$ cat src/rtl/id_ex_stage.sv
// ID/EX pipeline register with operand selection, WB bypass and load-use stall detection.
// Optional feature: define ID_BYPASS_EN to forward WB write data into the captured operands.
module id_ex_stage (
    input  logic        clk,
    input  logic        rst,
    input  logic        flush,
    input  logic        id_valid,
    input  logic [4:0]  id_rs,
    input  logic [4:0]  id_rt,
    input  logic [4:0]  id_rd,
    input  logic [15:0] id_imm,
    input  logic [9:0]  id_ctrl,
    input  logic [31:0] rf_data1,
    input  logic [31:0] rf_data2,
    input  logic        wb_reg_write,
    input  logic [4:0]  wb_write_reg,
    input  logic [31:0] wb_write_data,
    output logic        ex_valid,
    output logic [31:0] ex_rs_val,
    output logic [31:0] ex_rt_val,
    output logic [31:0] ex_imm32,
    output logic [4:0]  ex_rs,
    output logic [4:0]  ex_rt,
    output logic [4:0]  ex_dest,
    output logic [9:0]  ex_ctrl,
    output logic        stall_out
);

    localparam int CTRL_MEM_READ  = 1;
    localparam int CTRL_MEM_WRITE = 2;
    localparam int CTRL_ALU_SRC   = 4;
    localparam int CTRL_REG_DST   = 5;

`ifdef ID_BYPASS_EN
    localparam logic BYPASS_EN = 1'b1;
`else
    localparam logic BYPASS_EN = 1'b0;
`endif

    logic        ex_valid_q,  ex_valid_d;
    logic [31:0] ex_rs_val_q, ex_rs_val_d;
    logic [31:0] ex_rt_val_q, ex_rt_val_d;
    logic [31:0] ex_imm32_q,  ex_imm32_d;
    logic [4:0]  ex_rs_q,     ex_rs_d;
    logic [4:0]  ex_rt_q,     ex_rt_d;
    logic [4:0]  ex_dest_q,   ex_dest_d;
    logic [9:0]  ex_ctrl_q,   ex_ctrl_d;

    logic wb_hit_rs;
    logic wb_hit_rt;
    logic load_use;
    logic hazard;

    // Without bypass, a same-cycle WB write to a source must be waited out for one cycle.
    always_comb begin
        wb_hit_rs = wb_reg_write && (wb_write_reg != 5'd0) && (wb_write_reg == id_rs);
        wb_hit_rt = wb_reg_write && (wb_write_reg != 5'd0) && (wb_write_reg == id_rt);
        load_use  = ex_valid_q && ex_ctrl_q[CTRL_MEM_READ] && (ex_dest_q != 5'd0) && id_valid &&
                    ((ex_dest_q == id_rs) ||
                     ((ex_dest_q == id_rt) && (!id_ctrl[CTRL_ALU_SRC] || id_ctrl[CTRL_MEM_WRITE])));
        hazard    = load_use || (!BYPASS_EN && id_valid && (wb_hit_rs || wb_hit_rt));
        stall_out = hazard && !flush && !rst;
    end

    always_comb begin
        ex_rs_d    = id_rs;
        ex_rt_d    = id_rt;
        ex_imm32_d = {{16{id_imm[15]}}, id_imm};
        ex_dest_d  = id_ctrl[CTRL_REG_DST] ? id_rd : id_rt;

        if (id_rs == 5'd0)
            ex_rs_val_d = 32'd0;
        else if (BYPASS_EN && wb_hit_rs)
            ex_rs_val_d = wb_write_data;
        else
            ex_rs_val_d = rf_data1;

        if (id_rt == 5'd0)
            ex_rt_val_d = 32'd0;
        else if (BYPASS_EN && wb_hit_rt)
            ex_rt_val_d = wb_write_data;
        else
            ex_rt_val_d = rf_data2;

        // Flush, stall and an empty ID slot all collapse to a bubble with cleared control.
        ex_valid_d = id_valid && !flush && !hazard;
        ex_ctrl_d  = ex_valid_d ? id_ctrl : 10'd0;
    end

    always_ff @(posedge clk or posedge rst) begin
        if (rst) begin
            ex_valid_q  <= 1'b0;
            ex_rs_val_q <= 32'd0;
            ex_rt_val_q <= 32'd0;
            ex_imm32_q  <= 32'd0;
            ex_rs_q     <= 5'd0;
            ex_rt_q     <= 5'd0;
            ex_dest_q   <= 5'd0;
            ex_ctrl_q   <= 10'd0;
        end else begin
            ex_valid_q  <= ex_valid_d;
            ex_rs_val_q <= ex_rs_val_d;
            ex_rt_val_q <= ex_rt_val_d;
            ex_imm32_q  <= ex_imm32_d;
            ex_rs_q     <= ex_rs_d;
            ex_rt_q     <= ex_rt_d;
            ex_dest_q   <= ex_dest_d;
            ex_ctrl_q   <= ex_ctrl_d;
        end
    end

    assign ex_valid  = ex_valid_q;
    assign ex_rs_val = ex_rs_val_q;
    assign ex_rt_val = ex_rt_val_q;
    assign ex_imm32  = ex_imm32_q;
    assign ex_rs     = ex_rs_q;
    assign ex_rt     = ex_rt_q;
    assign ex_dest   = ex_dest_q;
    assign ex_ctrl   = ex_ctrl_q;

endmodule

$ cat config.mk
export PLATFORM = sky130hd
export DESIGN_NAME = id_ex_stage
export DESIGN_NICKNAME = d
export VERILOG_FILES = /design/src/rtl/id_ex_stage.sv
export SDC_FILE = /design/constraint.sdc
export NUM_CORES = 1
export LEC_CHECK = 0
export BUFFER_PORTS_ARGS = -buffer_cell sky130_fd_sc_hd__buf_4
export CAP_MARGIN = 20
export CORE_AREA = 2 2 105 107
export CTS_CLUSTER_DIAMETER = 120
export DETAILED_ROUTE_END_ITERATION = 8
export DIE_AREA = 0 0 107 109
export PLACE_DENSITY = 0.78
export SYNTH_ARGS = -nofsm -noshare
export SYNTH_HDL_FRONTEND = slang
export SYNTH_SLANG_ARGS = --single-unit
$ cat constraint.sdc
create_clock -name clk -period 8.25 [get_ports clk]
set_input_delay 1.65 -clock clk [delete_from_list [all_inputs] [get_ports clk]]
set_output_delay 1.65 -clock clk [all_outputs]
set_load 0.02 [all_outputs]
==> impl_metrics.json, run 1 <==
{
  "status": "finished, final reports clean",
  "met3_usage_pct": 5.38,
  "total_power_mw": 1.06,
  "gr-total-overflow": 0,
  "top_usage_layer": "met2",
  "syn_area_um2": 3660,
  "grt_pass1_wl_mm": 13.7,
  "die_w_um": 107,
  "start_util_pct": 34.5,
  "numPortBuffers": 237,
  "first_pass_iters": 4,
  "die_area_um2": 11700,
  "final_cell_mix": "buf_4 (238), dfrtp_1 (106), nor2b_1 (65)",
  "htreeDepth": 3,
  "seqCellArea_um2": 2650,
  "synthToLayoutAreaGrowth_pct": 55.5,
  "ys_ff_latch": 106,
  "hpwl_mm": 7.15,
  "nNetsFinal": 629,
  "worstSetupPathType": "input port to output port",
  "tns_ns": 0,
  "drive_gt1_share_pct": 54.6,
  "grt_use_met1_pct": 17.0,
  "gp_congestion": 0.805,
  "fin_worst_skew_ns": 0.00668,
  "fillCellCount": 882,
  "met2_usage_pct": 28.1,
  "grt_max_degree": 64,
  "place_ws_ns": 3.50,
  "maxSlewHeadroom_pct": 48.9,
  "rsz0062_at_grt": "no",
  "drcViolationCount": 0,
  "ir_drop_mv": 0.0966,
  "syn_area_per_cell_um2": 14.4,
  "cts_hold_buf": 0,
  "grt_pass1_vias": 2703,
  "drt_iter0_drc": 90,
  "synth_warnings": 0,
  "synth_cells": 255,
  "track_usage_pct": 15.5,
  "hold_viol_final": 0,
  "crit_family": "compound AO/OA/AOI/OAI gates",
  "slew_viol_final": 0,
  "synth_fp_nets": 402,
  "min_path_type": "flip-flop to flip-flop",
  "postCtsSetupBuffers": 0,
  "maxCapViolations": 0,
  "crit_end": "stall_out",
  "fin_util_pct": 53.7,
  "layout_setup_ws_ns": 3.50,
  "rr_worst_depth": 5,
  "reg2reg_from": "ex_dest[2]",
  "cts_sinks": 106,
  "cts-buffers-inserted": 9,
  "multi_input_area_um2": 841,
  "path_depth": 6,
  "wire_per_inst_um": 14.5,
  "r2r-end": "ex_ctrl[0]",
  "clockRootBuffer": "clkbuf_8",
  "fin_crit_sh_pct": 57.6,
  "layout_commonest_cell": "buf_4",
  "vias": 2660,
  "cts_tree": "done",
  "path_cells": "buf_4 > or3_1 > o311a_1 > a22oi_2 > nor3_1 > buf_4",
  "cpPeakStageDelay_ns": 0.37,
  "clockBufferDepth": 2,
  "diodes": 0,
  "worstPathArrival_ns": 3.10,
  "power_leakage_nw": 2.86,
  "reg2reg_slack_ns": 6.76,
  "ys_seq_area_share_pct": 72.5,
  "end_kind": "output port",
  "row_count": 38,
  "final-setup-viol-count": 0,
  "critPathRequiredTime_ns": 6.60,
  "post_cts_resized": 0,
  "io_pins": 270,
  "worst_path_max_delay_cell": "a22oi_2",
  "worst_pin_slew_ns": 0.767,
  "power_density_nw_per_um2": 186,
  "start_kind": "input port",
  "ant_nets": 0,
  "cp_max_fo": 12,
  "path_common_cell": "buf_4",
  "fin_cells": 627,
  "setup.worst_path.start": "wb_write_reg[0]",
  "ys_types": 24,
  "die_y_um": 109,
  "fin_crit_ns": 4.75,
  "vias_per_cell": 4.24,
  "drt-total-wl_mm": 9.12,
  "cp_num_buf_inv": 2,
  "core_area_um2": 10600,
  "dp.cells": 610,
  "fmax_mhz": 210,
  "antenna_found_initial": 0,
  "path_clk_slew_ns": 0.10,
  "clkLatencyLatePin_ns": 0.36
}
## how the worst min path moves through the flow
stage,from,endpoint,slack [ns],depth (start not counted)
6_report,ex_valid,ex_ctrl[5],0.98,4
5_1_grt,ex_ctrl[1],ex_ctrl[5],1.08,4
4_1_cts,ex_valid,ex_ctrl[8],1.00,4
3_5_place_dp,ex_valid,ex_ctrl[2],0.99,4
3_3_place_gp,ex_ctrl[1],ex_ctrl[8],0.98,4
2_1_floorplan,ex_ctrl[1],ex_ctrl[0],0.99,4
## metal layers
| layer | up-vias | part of all wire (%) |
|---|---|---|
| li1 | 1241 | - |
| met2 | 134 | 54 |
| met5 | - | 0 |
| met4 | 0 | 1.2 |
| met3 | 12 | 7.7 |
| met1 | 1273 | 37 |
## layout make-up
class / count / share of cell area, %
clock buffer: 12 / 2.55
clock inverter: 4 / 0.901
inverter: 2 / 0.176
multi-input combinational: 123 / 14.8
sequential: 106 / 46.6
tap: 140 / 3.08
timing repair buffer: 240 / 31.9
## synth_stat cells (all sizes together)
library cell	n	area share [%]
mux2	5	1.5
clkbuf	1	0.10
o311a	1	0.27
nand3	4	0.55
or4	2	0.41
a22oi	1	0.34
a21oi	1	0.14
o21ai	1	0.14
xnor2	20	4.8
buf	23	4.4
nor2b	65	11
nor3	2	0.27
nor2	3	0.31
inv	2	0.21
o22ai	2	0.34
nand4	1	0.17
or3	1	0.17
nand2	3	0.31
dfrtp	106	72
and2	1	0.21
and3	10	1.8
## report_power, final
group / switching, mW / internal (mW)
Combinational: 0.0911 / 0.0951
Clock: 0.165 / 0.149
Sequential: 0.0117 / 0.547
## stage by stage
step,cell area (um2),hold WS (ns)
finish,5690,0.984
global placement,5470,0.976
global route,5690,1.08
CTS,5680,1.00
floorplan,3660,0.995
detailed placement,5480,0.986
## cell families (layout without fill, tap and decap cells)
group                     after synthesis  after routing  synth area share, %
DFF                                   106            106                 72.5
and+or+nand+nor                        92             92                 15.3
buffers and inverters                  26            258                 4.72
xor gates and xnor gates               20             20                 4.78
AOI/OAI and AO/OA                       6              6                 1.23
muxes                                   5              5                 1.54
## registers in the layout, summed over array words and instances (netlist names)
name and flops:
ex_valid 1, ex_imm32 16, ex_dest 5, ex_ctrl 10, ex_rt_val 32, ex_rs 5
ex_rs_val 32, ex_rt 5
## worst min-delay path, cell delays in order (launching register included)
cell,delay (ns)
dfrtp_1,0.35
nand3_1,0.09
a21oi_1,0.15
a22oi_2,0.17
and3_1,0.20
Power figures use the tool's default switching activity.
==> run 2: changes to the inputs <==
clock period = 4.7 ns   (was 8.25 ns; I/O delays follow)
==> impl_metrics.json, run 2 (same netlist as run 1, synthesis figures left out) <==
{
  "status": "finished, final reports clean",
  "path_depth": 6,
  "worst_path_max_delay_cell": "a22oi_2",
  "fin_crit_ns": 3.32,
  "path_common_cell": "buf_4",
  "reg2reg_from": "ex_dest[2]",
  "grt_pass1_vias": 2678,
  "diodes": 0,
  "clockRootBuffer": "clkbuf_8",
  "wire_per_inst_um": 14.5,
  "numPortBuffers": 237,
  "synthToLayoutAreaGrowth_pct": 55.0,
  "min_path_type": "input port to flip-flop",
  "clkLatencyLatePin_ns": 0.36,
  "die_area_um2": 11700,
  "cpPeakStageDelay_ns": 0.38,
  "vias_per_cell": 4.22,
  "rr_worst_depth": 5,
  "gr-total-overflow": 0,
  "slew_viol_final": 0,
  "hold_depth": 1,
  "antenna_found_initial": 0,
  "power_leakage_nw": 2.85,
  "cts_hold_buf": 0,
  "core_area_um2": 10600,
  "start_util_pct": 34.5,
  "cts_sinks": 106,
  "maxSlewHeadroom_pct": 46.8,
  "reg2reg_slack_ns": 3.19,
  "pwr-share-clk_pct": 28.2,
  "seq_power_share_pct": 53.9,
  "critPathRequiredTime_ns": 3.76,
  "drive_gt1_share_pct": 54.8,
  "htreeDepth": 3,
  "cp_max_fo": 12,
  "grt_pass1_wl_mm": 13.3,
  "track_usage_pct": 15.1,
  "die_y_um": 109,
  "fin_worst_skew_ns": 0.0100,
  "path_clk_slew_ns": 0.10,
  "layout_commonest_cell": "buf_4",
  "cp_num_buf_inv": 2,
  "hold_start": "id_imm[14]",
  "row_count": 38,
  "dp.cells": 610,
  "fin_crit_sh_pct": 70.6,
  "ant_nets": 0,
  "path_cells": "buf_4 > or3_1 > o311a_1 > a22oi_2 > nor3_1 > buf_4",
  "cts_tree": "done",
  "hold_viol_final": 0,
  "post_cts_resized": 0,
  "fin_cells": 627,
  "p_sw_share_pct": 26.6,
  "first_pass_iters": 4,
  "drcViolationCount": 0,
  "nNetsFinal": 629,
  "rsz0062_at_grt": "no",
  "p_sw_mw": 0.484,
  "io_pins": 270,
  "crit_family": "compound AO/OA/AOI/OAI gates",
  "hpwl_mm": 7.10,
  "ir_drop_mv": 0.189,
  "die_w_um": 107,
  "clockBufferDepth": 2,
  "final-setup-viol-count": 0,
  "worstPathArrival_ns": 2.38,
  "power_frac_comb_pct": 17.9,
  "fin_hold_ws_ns": 0.679,
  "start_kind": "input port",
  "power_density_nw_per_um2": 321,
  "maxCapViolations": 0,
  "fmax_mhz": 301,
  "drt-total-wl_mm": 9.11,
  "r2r-end": "ex_ctrl[0]",
  "p_int_mw": 1.34,
  "worst_pin_slew_ns": 0.798,
  "grt_max_degree": 65,
  "final_cell_mix": "buf_4 (238), dfrtp_1 (106), nor2b_1 (65)",
  "gp_congestion": 0.790,
  "end_kind": "output port",
  "worstSetupPathType": "input port to output port",
  "hold_end": "ex_imm32[14]",
  "postCtsSetupBuffers": 0,
  "vias": 2643,
  "tns_ns": 0,
  "drt_iter0_drc": 93,
  "cts-buffers-inserted": 9
}
run 2: changes by cell type in the layout (fill, tap and decap cells not counted):
cell / previous run / this run
clkinv_4: 1 / 0
clkbuf_1: 2 / 1
bufinv_16: 1 / 0
clkinvlp_4: 1 / 3
inv_8: 0 / 1
run 2: worst max path at each step:
stage                               start         end  slack [ns]
after floorplan                       rst  ex_ctrl[0]        0.97
after global placement    wb_write_reg[0]   stall_out        1.41
after detailed placement  wb_write_reg[0]   stall_out        1.37
after CTS                 wb_write_reg[0]   stall_out        1.37
after global routing      wb_write_reg[0]   stall_out        1.27
final                     wb_write_reg[0]   stall_out        1.38
run 2: routing by layer:
metal  up-vias  GRT usage, %  part of all wire, %
li1       1242             -                    -
met1      1263          16.6                   36
met2       128          28.0                   55
met3        10          4.30                  7.7
met4         0          5.10                  1.4
met5         -             0                    0
run 2: power by group through the flow:
stage | registers (mW) | logic, mW | clock network [mW]
after floorplan | 1.06 | 0.0851 | 0
after global placement | 0.998 | 0.325 | 0
after detailed placement | 1.00 | 0.331 | 0
after CTS | 0.982 | 0.332 | 0.538
after global routing | 0.986 | 0.350 | 0.581
final | 0.981 | 0.326 | 0.514
run 2: stage by stage:
step,setup slack [ns],power (mW),utilization (%),instance area [um2]
final,1.38,1.82,53.5,5680
after global routing,1.27,1.92,53.5,5680
after CTS,1.37,1.85,53.4,5660
after detailed placement,1.37,1.33,51.7,5480
after global placement,1.41,1.32,51.5,5470
after floorplan,0.971,1.15,-,3660
run 2: cell type report:
class,count,area [um2]
multi-input cells,123,841
repair buffers,240,1820
fillers,920,4930
flip-flops and latches,106,2650
well taps,140,175
clock inverters,5,38.8
inverters,2,10.0
clock buffers,11,141
==> run 3: changes to the inputs <==
clock period = 3.1 ns   (was 4.7 ns; I/O delays follow)
==> impl_metrics.json, run 3 (same netlist as run 1, synthesis figures left out) <==
{
  "status": "finished, final reports clean",
  "tns_ns": 0,
  "design_area_um2": 5700,
  "clockBufferDepth": 2,
  "vias": 2650,
  "final-setup-viol-count": 0,
  "hpwl_mm": 7.25,
  "ant_nets": 0,
  "path_clk_slew_ns": 0.10,
  "dr_wl_met2_mm": 4.96,
  "end_kind": "output port",
  "layout_commonest_cell": "buf_4",
  "io_pins": 270,
  "place_area_um2": 5510,
  "drive_gt1_share_pct": 55.2,
  "grt_pass1_wl_mm": 13.7,
  "start_util_pct": 34.5,
  "antenna_found_initial": 0,
  "dp.cells": 613,
  "wire_per_inst_um": 14.7,
  "fin_crit_sh_pct": 79.5,
  "worstPathArrival_ns": 1.84,
  "fin_crit_ns": 2.46,
  "critPathRequiredTime_ns": 2.48,
  "met1_length_mm": 3.52,
  "drcViolationCount": 0,
  "place_ws_ns": 0.635,
  "ir_drop_mv": 0.240,
  "clkLatencyLatePin_ns": 0.35,
  "fin_hold_ws_ns": 0.198,
  "first_pass_iters": 4,
  "nNetsFinal": 631,
  "track_usage_pct": 15.5,
  "cts-buffers-inserted": 9,
  "cts_hold_buf": 0,
  "fmax_mhz": 406,
  "cts_tree": "done",
  "hold_viol_final": 0,
  "worst_pin_slew_ns": 0.571,
  "post_cts_resized": 0,
  "cts_sinks": 106,
  "wl_met3_um": 635,
  "highest_layer": "met4",
  "gp_congestion": 0.832,
  "total_power_mw": 2.77,
  "postCtsSetupBuffers": 0,
  "clockRootBuffer": "clkbuf_8",
  "synthToLayoutAreaGrowth_pct": 55.6,
  "gr-total-overflow": 0,
  "die_area_um2": 11700,
  "fin_worst_skew_ns": 0.00861,
  "power_density_nw_per_um2": 487,
  "die_y_um": 109,
  "maxSlewHeadroom_pct": 61.9,
  "final_cell_mix": "buf_4 (241), dfrtp_1 (106), nor2b_1 (65)",
  "fin_cells": 629,
  "layout_setup_ws_ns": 0.636,
  "row_count": 38,
  "grt_pass1_vias": 2708,
  "diodes": 0,
  "grt_max_degree": 56,
  "drt_iter0_drc": 86,
  "vias_per_cell": 4.21,
  "rsz0062_at_grt": "no",
  "die_w_um": 107,
  "drt-total-wl_mm": 9.23,
  "cp_max_fo": 3,
  "slew_viol_final": 0,
  "worstSetupPathType": "input port to output port",
  "power_leakage_nw": 2.86,
  "htreeDepth": 3,
  "min_path_type": "input port to async pin",
  "core_area_um2": 10600,
  "start_kind": "input port",
  "numPortBuffers": 237,
  "fin_util_pct": 53.7,
  "maxCapViolations": 0
}
run 3: cell types whose count changed in the layout (fill, tap and decap cells not counted), sizes merged:
cell      change
buf           +2
clkinvlp      +1
inv           -1
run 3: worst paths after layout:
check | startpoint | endpoint | slack (ns) | depth (start not counted)
max | wb_write_reg[0] | stall_out | 0.64 | 6
min | rst | ex_ctrl[6] | 0.20 | 2
max reg2reg | ex_dest[2] | ex_ctrl[9] | 1.56 | 6
min reg2reg | ex_ctrl[1] | ex_ctrl[8] | 1.04 | 5
max in group asynchronous | rst | ex_rt_val[23] | 2.08 | 3
min in group clk | id_imm[5] | ex_imm32[5] | 0.37 | 1
run 3: critical path, cell delays in order:
cell and delay [ns]:
buf_4 0.12, or3_1 0.36, o311a_1 0.31, a22oi_2 0.21
nor3_1 0.07, buf_4 0.16
run 3: routing by layer:
layer / vias up / GRT usage [%]
li1: 1244 / -
met4: 0 / 5.66
met3: 7 / 3.77
met2: 124 / 27.8
met5: - / 0
met1: 1275 / 17.9
run 3: power by group:
part / switching (mW) / total (mW) / internal, mW
Combinational: 0.243 / 0.498 / 0.255
Clock: 0.451 / 0.789 / 0.338
Sequential: 0.0312 / 1.49 / 1.46
run 3: area by class of cell:
cell class / count / area [um2]
multi-input combinational: 123 / 841
timing repair buffer: 242 / 1830
fill: 935 / 4910
tap: 140 / 175
inverter: 2 / 11.3
clock buffer: 11 / 151
sequential: 106 / 2650
clock inverter: 5 / 36.3
